## config.mk

```make
export PLATFORM = sky130hd
export DESIGN_NAME = serial_subtractor
export DESIGN_NICKNAME = d
export VERILOG_FILES = /design/src/rtl/serial_subtractor.sv
export SDC_FILE = /design/constraint.sdc
export NUM_CORES = 1
export LEC_CHECK = 0
export BUFFER_PORTS_ARGS = -buffer_cell sky130_fd_sc_hd__buf_2
export CORE_MARGIN = 5
export CORE_UTILIZATION = 40
export CTS_BUF_LIST = sky130_fd_sc_hd__clkbuf_4
export CTS_CLUSTER_DIAMETER = 80
export DETAILED_ROUTE_END_ITERATION = 16
export PLACE_DENSITY = 0.72
export SLEW_MARGIN = 15
export SYNTH_ARGS = -nofsm -noshare
export SYNTH_HDL_FRONTEND = slang
export SYNTH_SLANG_ARGS = --single-unit
```

## constraint.sdc

```tcl
create_clock -name clk_i -period 2.05 [get_ports clk_i]
set_clock_uncertainty 0.2 [all_clocks]
set_input_delay 0.1025 -clock clk_i [delete_from_list [all_inputs] [get_ports clk_i]]
set_output_delay 0.1025 -clock clk_i [all_outputs]
set_load 0.05 [all_outputs]
```

## src/rtl/serial_subtractor.sv

```systemverilog
// Bit-serial LSB-first subtractor: one full-subtractor cell plus a borrow
// flip-flop computes d = a - b over WIDTH cycles, with valid/ready on both sides.
module serial_subtractor #(
  parameter int unsigned WIDTH = 8
) (
  input  logic             clk_i,
  input  logic             rst_i,
  input  logic             in_valid_i,
  output logic             in_ready_o,
  input  logic [WIDTH-1:0] a_i,
  input  logic [WIDTH-1:0] b_i,
  output logic             out_valid_o,
  input  logic             out_ready_i,
  output logic [WIDTH-1:0] d_o,
  output logic             borrow_o,
  output logic             ovf_o
);

  localparam int unsigned CNT_W = (WIDTH > 1) ? $clog2(WIDTH) : 1;
  localparam logic [CNT_W-1:0] LAST_BIT = CNT_W'(WIDTH - 1);

  typedef enum logic [1:0] {
    IDLE = 2'd0,
    BUSY = 2'd1,
    DONE = 2'd2
  } state_t;

  state_t           state_q;
  state_t           state_d;
  logic [WIDTH-1:0] a_q;
  logic [WIDTH-1:0] b_q;
  logic             br_q;
  logic [CNT_W-1:0] cnt_q;
  logic             diff_bit;
  logic             br_next;
  logic             last_bit;
  logic             in_ready_d;
  logic             out_valid_d;

  // Full-subtractor cell on the current LSBs of the operand shift registers
  always_comb begin
    diff_bit = a_q[0] ^ b_q[0] ^ br_q;
    br_next  = (~a_q[0] & b_q[0]) | (~(a_q[0] ^ b_q[0]) & br_q);
    last_bit = (cnt_q == LAST_BIT);
  end

  // State register; handshake flags are registered alongside the state
  always_ff @(posedge clk_i) begin
    if (rst_i) begin
      state_q     <= IDLE;
      in_ready_o  <= 1'b1;
      out_valid_o <= 1'b0;
    end else begin
      state_q     <= state_d;
      in_ready_o  <= in_ready_d;
      out_valid_o <= out_valid_d;
    end
  end

  // Next-state logic
  always_comb begin
    state_d = state_q;
    case (state_q)
      IDLE:    if (in_valid_i)  state_d = BUSY;
      BUSY:    if (last_bit)    state_d = DONE;
      DONE:    if (out_ready_i) state_d = IDLE;
      default:                  state_d = IDLE;
    endcase
  end

  // Handshake flags decoded from the upcoming state so they land with it
  always_comb begin
    in_ready_d  = 1'b0;
    out_valid_d = 1'b0;
    case (state_d)
      IDLE:    in_ready_d  = 1'b1;
      DONE:    out_valid_d = 1'b1;
      default: ;
    endcase
  end

  // Datapath: capture on accept, one bit per cycle while busy, hold in DONE
  always_ff @(posedge clk_i) begin
    if (rst_i) begin
      a_q      <= '0;
      b_q      <= '0;
      br_q     <= 1'b0;
      cnt_q    <= '0;
      d_o      <= '0;
      borrow_o <= 1'b0;
      ovf_o    <= 1'b0;
    end else begin
      case (state_q)
        IDLE: begin
          if (in_valid_i) begin
            a_q   <= a_i;
            b_q   <= b_i;
            br_q  <= 1'b0;
            cnt_q <= '0;
          end
        end
        BUSY: begin
          a_q   <= a_q >> 1;
          b_q   <= b_q >> 1;
          d_o   <= {diff_bit, d_o[WIDTH-1:1]};
          br_q  <= br_next;
          cnt_q <= cnt_q + CNT_W'(1);
          // Signed overflow: borrow into the MSB differs from borrow out of it
          if (last_bit) begin
            borrow_o <= br_next;
            ovf_o    <= br_q ^ br_next;
          end
        end
        default: ;
      endcase
    end
  end

endmodule
```

* Yosys cells after proc, flatten, opt, wreduce, memory -nomap -nowiden *
Index checks and enable logic that the tools add are counted.

cells by class
  reductions and logical operators = 5
  bitwise gates (word level) = 8
  $add $sub $neg = 1
  multiplexer cells = 14
  eq/ne operators = 5

operator list
  operator             number
  $pmux 8 s2           2
  $mux 8               2
  $mux 2               3
  $pmux 2 s3           1
  $pmux 3 s2           1
  $eq 2x2->1 const B   2
  $logic_not 2->1      2
  $reduce_and 2->1     2
  $add 3x1->3 const B  1
  $eq 3x3->1 const B   1
  $mux 1               3
  $mux 3               1
  $xor 1x1->1          3
  $and 1x1->1          2
  $eq 2x1->1 const B   1
  $ne 2x2->1 const B   1
  $not 1->1            2
  $pmux 1 s2           1
  $reduce_bool 2->1    1
  $or 1x1->1           1

word-level totals
  word-level logic and storage cells = 43
  bits of input ports = 20
  register bits after elaboration = 34

* Depth between registers and ports, before layout *
Gate-level depths: netlist (run 1).

  depth after elaboration = 5
  gate-level depth with buffers = 5

* Worst setup path before layout (run 1) *
No wires, ideal clock.

  path type = register to register
  from = reg br_q
  to = reg ovf_o
  setup time = 71 ps
  data arrival time = 1156 ps
  required time = 1779 ps
  cell stages (with the launch flop) = 6
  setup slack = 624 ps
  path buffers = 0
  cell sequence = dfxtp_1 -> inv_1 -> fa_1 -> xnor2_1 -> nand3_1 -> a21oi_1

between the ends
  word-level cells in the longest chain between the ends = 3

ends and longest elaborated chain
  item                    RTL line  text
  start, declared         32        logic br_q;
  start signal, assigned  106       br_q <= br_next;
  $and 1x1->1             43        br_next = (~a_q[0] & b_q[0]) | (~(a_q[0] ^ b_q[0]) & br_q);
  $or 1x1->1              43
  $xor 1x1->1 (*)         111       ovf_o <= br_q ^ br_next;
  end signal, assigned    111
  end, declared           16        output logic ovf_o

Every way passes the cells marked *; elsewhere a longest branch is shown, timed or not.
A chain may end at the register's enable or synchronous reset.

* Final worst setup path (run 1) *
  from = reg state_q[0]
  to = reg cnt_q[2]

between the ends
  word-level cells in the longest chain between the ends = 3
  elaborated cells between the ends (all ways) = 6

ends and longest elaborated chain
  item                                                       RTL line  text
  start, declared                                            28        state_t state_q;
  start signal, assigned                                     54        state_q <= state_d;
  $eq 2x1->1 or $logic_not 2->1 (tied branches)              93        case (state_q)
  $reduce_bool 2->1 (no line) or $ne 2x2->1 (tied branches)  n/a
  $reduce_and 2->1 (no line)                                 n/a
  end signal, assigned                                       107       cnt_q <= cnt_q + CNT_W'(1);
  end, declared                                              33        logic [CNT_W-1:0] cnt_q;

Several ways; a longest one is shown, not always the timed one.

==> flow_summary.json, run 1 <==
{
  "final_report_setup_violation_count": 0,
  "cts_buffers": 5,
  "wl_per_cell_um": 11.8,
  "layout.filler_cells": 340,
  "synthXorXnorAreaFrac": 0.00596,
  "synth.avg_cell_area_um2": 9.99,
  "num_antenna_cells": 0,
  "period_minus_slack_ns": 1.53,
  "postSynth.topFlopCell": "sky130_fd_sc_hd__dfxtp_1",
  "route.detailed.drc": 0,
  "layout_worst_path_cycle_share": 0.745,
  "io_buffers": 31,
  "grt_setup_unrepaired": "false",
  "drive_above_1_share": 0.265,
  "synth_sequential_area_ratio": 0.463,
  "startpoint_type": "flop",
  "htreeDepth": 2,
  "stdcell_count": 244,
  "via_count_of_the_first_global_routing_pass": 1045,
  "global_route_wire_length_before_repair_mm": 4.84,
  "synthDistinctLibCells": 29,
  "grt_remaining_overflow": 0,
  "ff_latch_area_um2": 681,
  "run_status": "finished clean",
  "cts_num_sinks": 34,
  "grt_use_total": 0.121,
  "design.core.area_um2": 3610,
  "drt_pass1_iterations": 4,
  "synth-async-reset-ratio": 0,
  "synth.cell_area_um2": 1470,
  "layout_commonest_cell": "sky130_fd_sc_hd__dfxtp_1",
  "final_critical_path_setup_slack_ns": 0.523,
  "most-common-layout-cells": "34 x sky130_fd_sc_hd__dfxtp_1, 31 x sky130_fd_sc_hd__buf_2, 22 x sky130_fd_sc_hd__nor2_1, 18 x sky130_fd_sc_hd__dlygate4sd3_1",
  "clock.fmax_ghz": 0.655,
  "met1_demand_to_capacity_share_in_global_routing": 0.151,
  "power.density_nw_per_um2": 680,
  "postSynthNetCount": 170,
  "worstMarginPinSlew_ns": 0.683,
  "grt_start_max_net_pins": 35,
  "grtUsageMet3": 0.0384,
  "ctsResizeCount": 0,
  "synth_compound_gate_area_share": 0.199,
  "gr-usage-met2": 0.186,
  "yosys.area.top_type": "sky130_fd_sc_hd__dfxtp_1",
  "clock_insertion_delay_worst_skew_ns": 0.33,
  "cap_violations": 0,
  "syn-instance-count": 147,
  "ws_path_type": "flop to flop",
  "cts.root.buffer_cell": "sky130_fd_sc_hd__clkbuf_4",
  "synthTopCellsByArea": "sky130_fd_sc_hd__dfxtp_1 46%, sky130_fd_sc_hd__mux2i_1 11%, sky130_fd_sc_hd__a211oi_2 7.7%, sky130_fd_sc_hd__nor2_1 5.6%, sky130_fd_sc_hd__nand2_1 4.1%",
  "slew_violations": 0,
  "layout.nets": 218,
  "adder_cell_fraction_of_synth_area": 0.0307,
  "worst_ep_arrival_time_ns": 1.59,
  "synth_seq_cells": 34,
  "crit_required_ns": 2.12,
  "power_leakage_nw": 0.770,
  "dominant_combinational_cell_family_by_area_after_synthesis": "compound AO/OA/AOI/OAI gates",
  "place_ws_ns": 0.533,
  "maximum_fanout_along_the_worst_path": 14,
  "floorplan.initialDensity": 0.407,
  "synthMuxAreaShare": 0.109,
  "numPlacedInstances": 218,
  "place_hpwl_mm": 1.91,
  "post-synth-top-area-fraction": 0.463,
  "cts_tree": "done",
  "critPathCaptureType": "flop",
  "die_width_um": 70.6,
  "totalNegativeSetupSlack_ns": 0,
  "yosysWarnings": 0,
  "initialDrtViolationCount": 85,
  "power.ir.vdd_worst_mv": 0.250,
  "cts_setup_buffers": 0,
  "final_antenna_net_count": 0,
  "clk_path_buf_depth": 2,
  "clock_transition_at_the_registers_of_the_reported_paths_ns": 0.10,
  "layout-area-overhead-vs-synth_pct": 26.7,
  "most_used_layer_global_route": "met2",
  "design_area_um2": 1860,
  "postRouteWirelength_mm": 2.89,
  "number_of_synthesized_flops_with_an_enable_pin": 0,
  "viasPerCell": 4.78,
  "post_synth_and_or_nand_nor_area_fraction": 0.125,
  "dpl-instance-area_um2": 1630,
  "final_replace_weighted_congestion": 0.734,
  "top_level_ports": 32,
  "multi_input_comb_area_um2": 691,
  "timing.slew.headroom": 0.545,
  "finalHoldViolations": 0,
  "antenna_found_initial": 0,
  "hold-worst-slack_ns": 0.0828,
  "dieHeight_um": 70.6,
  "via_count": 1166,
  "worstHoldPathType": "input port to flop",
  "die_area_um2": 4980,
  "num_rows": 22
}
-- cells in the mapped netlist (2+ instances only) --
library cell / count
sky130_fd_sc_hd__dfxtp_1: 34
sky130_fd_sc_hd__nor2_1: 22
sky130_fd_sc_hd__mux2i_1: 16
sky130_fd_sc_hd__nand2_1: 16
sky130_fd_sc_hd__a21oi_1: 10
sky130_fd_sc_hd__a211oi_2: 9
sky130_fd_sc_hd__a211oi_1: 5
sky130_fd_sc_hd__a22oi_1: 4
sky130_fd_sc_hd__buf_6: 4
sky130_fd_sc_hd__inv_1: 3
sky130_fd_sc_hd__buf_2: 2
sky130_fd_sc_hd__clkbuf_1: 2
sky130_fd_sc_hd__ha_1: 2
sky130_fd_sc_hd__nor3b_1: 2
sky130_fd_sc_hd__o21bai_1: 2
-- layout make-up --
type	instances	share of cell area
Multi-Input combinational cell	99	0.371
Sequential cell	34	0.366
Timing Repair Buffer	52	0.199
Tap cell	48	0.0323
Clock buffer	5	0.0202
Clock inverter	3	0.00605
Inverter	3	0.00605
-- registers in the layout (all words and copies together) (netlist names) --
name / cells
out_valid_o: 1
br_q: 1
a_q: 8
ovf_o: 1
b_q: 8
d_o: 8
state_q: 2
borrow_o: 1
cnt_q: 3
in_ready_o: 1
-- power by group --
| part | leakage, nW | internal, mW | switching, mW |
|---|---|---|---|
| registers | 0.279 | 0.695 | 0.0175 |
| logic | 0.464 | 0.102 | 0.109 |
| clock network | 0.0277 | 0.122 | 0.222 |
| total | 0.770 | 0.919 | 0.348 |
-- per-layer routing --
metal,share of wire,routed length (um),vias to the layer above
li1,-,-,610
met1,0.47,1360,524
met2,0.45,1300,23
met3,0.054,157,9
met4,0.025,72,0
met5,0,0,-
-- worst paths after layout --
| kind | startpoint | endpoint | slack (ns) | depth (start not counted) |
|---|---|---|---|---|
| max | state_q[0] | cnt_q[2] | 0.52 | 4 |
| min reg2reg | d_o[0] | d_o[0] | 0.26 | 2 |
| max reg2reg | state_q[0] | cnt_q[2] | 0.52 | 4 |
| min | rst_i | b_q[7] | 0.08 | 2 |
-- critical path, cell delays in order (launching register included) --
cell	delay, ns
sky130_fd_sc_hd__dfxtp_1	0.33
sky130_fd_sc_hd__buf_4	0.20
sky130_fd_sc_hd__o21bai_1	0.44
sky130_fd_sc_hd__a22oi_1	0.16
sky130_fd_sc_hd__nor2_1	0.12
-- cell families (layout without fill, tap and decap cells) --
group / Yosys count / after routing
and+or+nand+nor: 44 / 44
AOI/OAI and AO/OA: 35 / 35
DFF: 34 / 34
muxes: 16 / 16
buffers and inverters: 14 / 63
adders and majority gates: 3 / 3
xor gates and xnor gates: 1 / 1
-- stage by stage --
| stage | utilization | total power [mW] |
|---|---|---|
| 3_5_place_dp | 0.453 | 0.913 |
| 5_1_grt | 0.516 | 1.33 |
| 2_1_floorplan | - | 0.876 |
| 6_report | 0.516 | 1.27 |
| 4_1_cts | 0.516 | 1.28 |
| 3_3_place_gp | 0.453 | 0.910 |
-- repair_timing --
action / 4_1_cts / 5_1_grt
hold buffers: 18 / 0
hold endpoints to repair: 20 / 0
endpoints found under the setup margin: 0 / 0
Power figures use the tool's default switching activity.
==> run 2: changes to the inputs <==
PLACE_DENSITY = 0.74   (was 0.72)
clock period = 1.4 ns   (was 2.05 ns; I/O delays follow)
==> flow_summary.json, run 2 (synthesis gave the netlist of run 1 again) <==
{
  "power.density_nw_per_um2": 950,
  "endpoint": "ovf_o",
  "worstReg2RegStart": "b_q[0]",
  "final_report_setup_violation_count": 0,
  "stdcell_count": 255,
  "place_hpwl_mm": 1.97,
  "most-common-layout-cells": "31 x sky130_fd_sc_hd__buf_2, 30 x sky130_fd_sc_hd__dfxtp_1, 22 x sky130_fd_sc_hd__nor2_1, 19 x sky130_fd_sc_hd__dlygate4sd3_1",
  "startpoint_type": "flop",
  "slew_violations": 0,
  "layout-area-overhead-vs-synth_pct": 39.4,
  "grt_setup_unrepaired": "true",
  "wl_per_cell_um": 12.4,
  "cts.root.buffer_cell": "sky130_fd_sc_hd__clkbuf_4",
  "layout.filler_cells": 303,
  "worstHoldPathType": "flop to flop",
  "worst_setup_path_startpoint": "b_q[0]",
  "power.ir.vdd_worst_mv": 0.440,
  "critPathCaptureType": "flop",
  "layout_worst_path_cycle_share": 0.976,
  "worst_ep_arrival_time_ns": 1.45,
  "layout_commonest_cell": "sky130_fd_sc_hd__buf_2",
  "clock_transition_at_the_registers_of_the_reported_paths_ns": 0.10,
  "maximum_fanout_along_the_worst_path": 2,
  "via_count_of_the_first_global_routing_pass": 1136,
  "io_buffers": 31,
  "cts_buffers": 5,
  "worstMarginPinSlew_ns": 0.311,
  "initialDrtViolationCount": 44,
  "cts_tree": "done",
  "final_antenna_net_count": 0,
  "worstReg2RegEnd": "ovf_o",
  "finalPower_mw": 1.95,
  "grt_start_max_net_pins": 30,
  "layout.nets": 229,
  "grt_use_total": 0.131,
  "clock_insertion_delay_worst_skew_ns": 0.33,
  "place_ws_ns": -0.0267,
  "num_antenna_cells": 0,
  "clk_path_buf_depth": 2,
  "grt_remaining_overflow": 0,
  "global_route_wire_length_before_repair_mm": 5.20,
  "postRouteWirelength_mm": 3.17,
  "num_rows": 22,
  "drive_above_1_share": 0.362,
  "power_leakage_nw": 0.863,
  "dieHeight_um": 70.6,
  "floorplan.initialDensity": 0.407,
  "timing.slew.headroom": 0.792,
  "biggestRegsByFlops": "a_q x8, b_q x8, d_o x8",
  "ws_path_type": "flop to flop",
  "reg2regPathDepth": 5,
  "numPlacedInstances": 226,
  "drt_pass1_iterations": 4,
  "crit_required_ns": 1.48,
  "antenna_found_initial": 0,
  "design_area_um2": 2050,
  "viasPerCell": 4.88,
  "route.detailed.drc": 0,
  "die_area_um2": 4980,
  "cts_num_sinks": 34,
  "finalHoldViolations": 0,
  "htreeDepth": 2,
  "cap_violations": 0,
  "run_status": "finished clean",
  "design.core.area_um2": 3610,
  "top_level_ports": 32,
  "final_replace_weighted_congestion": 0.725,
  "clock.fmax_ghz": 0.732,
  "timing.reg2reg.setup_slack_ns": 0.03,
  "period_minus_slack_ns": 1.37,
  "hold-worst-slack_ns": 0.258,
  "via_count": 1244,
  "die_width_um": 70.6,
  "dpl-instance-area_um2": 1730,
  "final_critical_path_setup_slack_ns": 0.0332
}
[run 2: where the power goes]
group / leakage (nW) / internal, mW / switching (mW) / total [mW]
Combinational: 0.550 / 0.199 / 0.175 / 0.374
Clock: 0.0331 / 0.208 / 0.317 / 0.525
Sequential: 0.280 / 1.02 / 0.0283 / 1.05
Total: 0.863 / 1.42 / 0.521 / 1.95
[run 2: worst min-delay path by stage]
stage | start | to | slack, ns | depth (start not counted)
finish | d_o[0] | d_o[0] | 0.26 | 2
detailed placement | b_i[7] | b_q[7] | 0.12 | 3
floorplan | a_i[7] | a_q[7] | 0.02 | 2
CTS | d_o[0] | d_o[0] | 0.27 | 2
global placement | a_i[7] | a_q[7] | 0.11 | 3
global route | d_o[0] | d_o[0] | 0.30 | 2
[run 2: area by class of cell]
class | count | area [um2] | share of cell area
clock inverter | 2 | 8.76 | 0.00428
multi-input combinational | 99 | 723 | 0.353
timing repair buffer | 63 | 514 | 0.251
sequential | 34 | 686 | 0.335
inverter | 3 | 11.3 | 0.00550
tap | 48 | 60.1 | 0.0293
clock buffer | 6 | 45.0 | 0.0220
[run 2: what timing repair did]
item / CTS / global route
setup endpoints to repair: 3 / 20
cloned: 0 / 1
hold buffers: 19 / 0
resized for setup: 3 / 10
buffers inserted: 1 / 0
hold endpoints to repair: 29 / 0
pin swaps: 4 / 4
[run 2: metal layers]
metal  GRT usage  wire, um
met1       0.163      1420
met2       0.209      1520
met3      0.0384       156
met4      0.0626        68
met5           0         0
[run 2: through the flow]
step / setup TNS (ns) / utilization
floorplan: 0 / -
global placement: -0.00787 / 0.481
detailed placement: -0.0327 / 0.481
CTS: 0 / 0.552
global route: -0.103 / 0.568
finish: 0 / 0.568
[run 2: worst max-delay path: stages (launching register included)]
cell and delay (ns):
sky130_fd_sc_hd__dfxtp_2 0.34, sky130_fd_sc_hd__inv_2 0.04, sky130_fd_sc_hd__fa_2 0.39, sky130_fd_sc_hd__xnor2_2 0.13
sky130_fd_sc_hd__nand3_1 0.10, sky130_fd_sc_hd__a21oi_2 0.11
==> run 3: changes to the inputs <==
ABC_AREA = 1   (was default)
==> flow_summary.json, run 3 <==
{
  "run_status": "finished clean",
  "route.detailed.drc": 0,
  "synthMostInstantiatedCell": "sky130_fd_sc_hd__nand2_1",
  "worstHoldPathType": "flop to flop",
  "initialDrtViolationCount": 124,
  "synthDistinctLibCells": 15,
  "postRouteWirelength_mm": 3.31,
  "cp_common_cell": "sky130_fd_sc_hd__nand2_1",
  "critPathCaptureType": "flop",
  "layout_worst_path_cycle_share": 0.946,
  "timing.hold.worst_endpoint": "a_q[7]",
  "drive_above_1_share": 0.211,
  "final_report_setup_violation_count": 0,
  "cts_setup_buffers": 0,
  "timing.reg2reg.setup_slack_ns": 0.08,
  "synth.cell_area_um2": 1550,
  "biggestRegsByFlops": "a_q x8, b_q x8, d_o x8",
  "cts_num_sinks": 34,
  "grt_remaining_overflow": 0,
  "maximum_fanout_along_the_worst_path": 3,
  "via_count": 1493,
  "pwr-share-comb": 0.218,
  "num_rows": 22,
  "crit_path_top_delay_cell": "sky130_fd_sc_hd__dfxtp_2",
  "grt_use_total": 0.139,
  "min_delay_path_depth": 2,
  "synth_sequential_area_ratio": 0.438,
  "viasPerCell": 4.37,
  "antenna_found_initial": 0,
  "postSynthNetCount": 261,
  "most_used_standard_cells_in_the_synthesized_netlist": "73 x sky130_fd_sc_hd__nand2_1, 68 x sky130_fd_sc_hd__nor2_1, 34 x sky130_fd_sc_hd__dfxtp_1",
  "worst_ep_arrival_time_ns": 1.36,
  "timing.slew.headroom": 0.832,
  "design_area_um2": 2030,
  "power.density_nw_per_um2": 979,
  "hold-worst-slack_ns": 0.270,
  "dpl-instance-area_um2": 1770,
  "stdcell_count": 342,
  "critical_path.cell_chain": "ha_1 > ha_2 > nand3_2 > nand2_1 > inv_1 > nand2_1 > nand2_1",
  "final_replace_weighted_congestion": 0.778,
  "die_area_um2": 5230,
  "finalPower_mw": 1.99,
  "floorplan.initialDensity": 0.418,
  "critical-path-top-delay-family": "flip-flops",
  "design.core.area_um2": 3720,
  "most-common-layout-cells": "73 x sky130_fd_sc_hd__nand2_1, 68 x sky130_fd_sc_hd__nor2_1, 31 x sky130_fd_sc_hd__buf_2, 29 x sky130_fd_sc_hd__dfxtp_1, 22 x sky130_fd_sc_hd__inv_1",
  "place_hpwl_mm": 2.24,
  "cap_violations": 0,
  "cts_tree": "done",
  "ws_path_type": "flop to flop",
  "reg2regPathDepth": 7,
  "yosysWarnings": 0,
  "wl_per_cell_um": 9.67,
  "worst_min_path_start": "a_q[7]",
  "layout-area-overhead-vs-synth_pct": 30.8,
  "die_width_um": 72.3,
  "synth.avg_cell_area_um2": 6.53,
  "p_sw_mw": 0.603,
  "synth_seq_cells": 34,
  "period_minus_slack_ns": 1.32,
  "htreeDepth": 2,
  "power_leakage_nw": 1.04,
  "worstMarginPinSlew_ns": 0.253,
  "place_ws_ns": -0.00141,
  "io_buffers": 31,
  "cp_slowest_stage_delay_ns": 0.35,
  "clock_transition_at_the_registers_of_the_reported_paths_ns": 0.10,
  "portion_of_total_power_attributed_to_sequential_cells": 0.535,
  "cp_num_buf_inv": 1,
  "worstReg2RegStart": "cnt_q[0]",
  "layout.nets": 317,
  "post-synth-top-area-fraction": 0.438,
  "top_level_ports": 32,
  "final_antenna_net_count": 0,
  "via_count_of_the_first_global_routing_pass": 1367,
  "crit_required_ns": 1.44,
  "switching_share": 0.303,
  "layout.core_utilization": 0.547,
  "cts_buffers": 5,
  "num_antenna_cells": 0,
  "postSynth.topFlopCell": "sky130_fd_sc_hd__dfxtp_1",
  "finalHoldViolations": 0,
  "power.share.clock": 0.248,
  "startpoint_type": "flop",
  "grt_start_max_net_pins": 17,
  "final_critical_path_setup_slack_ns": 0.0762,
  "grt_setup_unrepaired": "false",
  "power.internal_mw": 1.39,
  "slew_violations": 0,
  "syn-instance-count": 238,
  "yosys.area.top_type": "sky130_fd_sc_hd__dfxtp_1",
  "number_of_synthesized_flops_with_an_enable_pin": 0,
  "drt_pass1_iterations": 4,
  "dieHeight_um": 72.3,
  "clk_path_buf_depth": 2,
  "layout_commonest_cell": "sky130_fd_sc_hd__nand2_1",
  "totalNegativeSetupSlack_ns": 0,
  "clock_insertion_delay_worst_skew_ns": 0.34,
  "power.ir.vdd_worst_mv": 0.697,
  "numPlacedInstances": 316,
  "worstReg2RegEnd": "in_ready_o",
  "clock.fmax_ghz": 0.755,
  "synthTopCellsByArea": "sky130_fd_sc_hd__dfxtp_1 44%, sky130_fd_sc_hd__nand2_1 18%, sky130_fd_sc_hd__nor2_1 16%, sky130_fd_sc_hd__inv_1 5.8%, sky130_fd_sc_hd__o21ai_0 3.5%",
  "cts.root.buffer_cell": "sky130_fd_sc_hd__clkbuf_4",
  "synth-async-reset-ratio": 0,
  "global_route_wire_length_before_repair_mm": 5.75
}
run 3: cell types whose count changed in the layout (fill, tap and decap cells not counted), moves of 3 or more:
cell and delta:
sky130_fd_sc_hd__nand2_1 +57, sky130_fd_sc_hd__nor2_1 +46, sky130_fd_sc_hd__inv_1 +20, sky130_fd_sc_hd__mux2i_1 -16
sky130_fd_sc_hd__a211oi_2 -10, sky130_fd_sc_hd__o21ai_0 +8, sky130_fd_sc_hd__a211oi_1 -4, sky130_fd_sc_hd__a21oi_1 -4
sky130_fd_sc_hd__a22oi_1 -4, sky130_fd_sc_hd__buf_12 -3, sky130_fd_sc_hd__o21ai_1 +3
run 3: metal layers:
| layer | vias up | track usage | share of wire |
|---|---|---|---|
| li1 | 820 | - | - |
| met1 | 642 | 0.164 | 0.47 |
| met2 | 27 | 0.230 | 0.47 |
| met3 | 4 | 0.0429 | 0.048 |
| met4 | 0 | 0.0647 | 0.014 |
| met5 | - | 0 | 0 |
run 3: how the worst max path moves through the flow:
stage                           from         end  slack (ns)  cells after the start
after floorplan                 br_q       ovf_o        0.04                      6
after global placement        b_q[0]       ovf_o        0.02                      6
after detailed placement        br_q       ovf_o      -0.001                      6
after CTS                 state_q[0]        br_q       0.004                      5
after global routing            br_q       ovf_o       0.001                      6
final                       cnt_q[0]  in_ready_o        0.08                      7
run 3: area by class of cell:
| cell class | instances | area, um2 |
|---|---|---|
| Fill cell | 386 | 1680 |
| Multi-Input combinational cell | 167 | 704 |
| Sequential cell | 34 | 687 |
| Timing Repair Buffer | 60 | 433 |
| Inverter | 26 | 100 |
| Tap cell | 48 | 60.1 |
| Clock buffer | 5 | 37.5 |
| Clock inverter | 2 | 10.0 |
run 3: what timing repair did:
item,in CTS,in global routing
hold endpoints to repair,23,0
resized for setup,3,12
pin swaps,0,4
setup endpoints to repair,1,18
hold buffers,19,0
run 3: power groups by stage:
stage | logic (mW) | registers, mW | clock network (mW)
global route | 0.486 | 1.07 | 0.555
finish | 0.433 | 1.06 | 0.493
global placement | 0.384 | 1.08 | 0
CTS | 0.432 | 1.06 | 0.506
detailed placement | 0.388 | 1.08 | 0
floorplan | 0.229 | 1.15 | 0
run 3: cells by family after synthesis:
kind of cell / share of synthesized area
AND/OR/NAND/NOR: 0.357
flip-flops: 0.438
buffers and inverters: 0.118
AO/OA/AOI/OAI: 0.0580
adder cells (fa/ha/maj): 0.0290
run 3: tightest hold or removal path: cells and delay by family, from the launching register on:
kind             cells  cell delay, ns
AO/OA/AOI/OAI        1            0.05
flip-flops           1            0.32
AND/OR/NAND/NOR      1            0.06
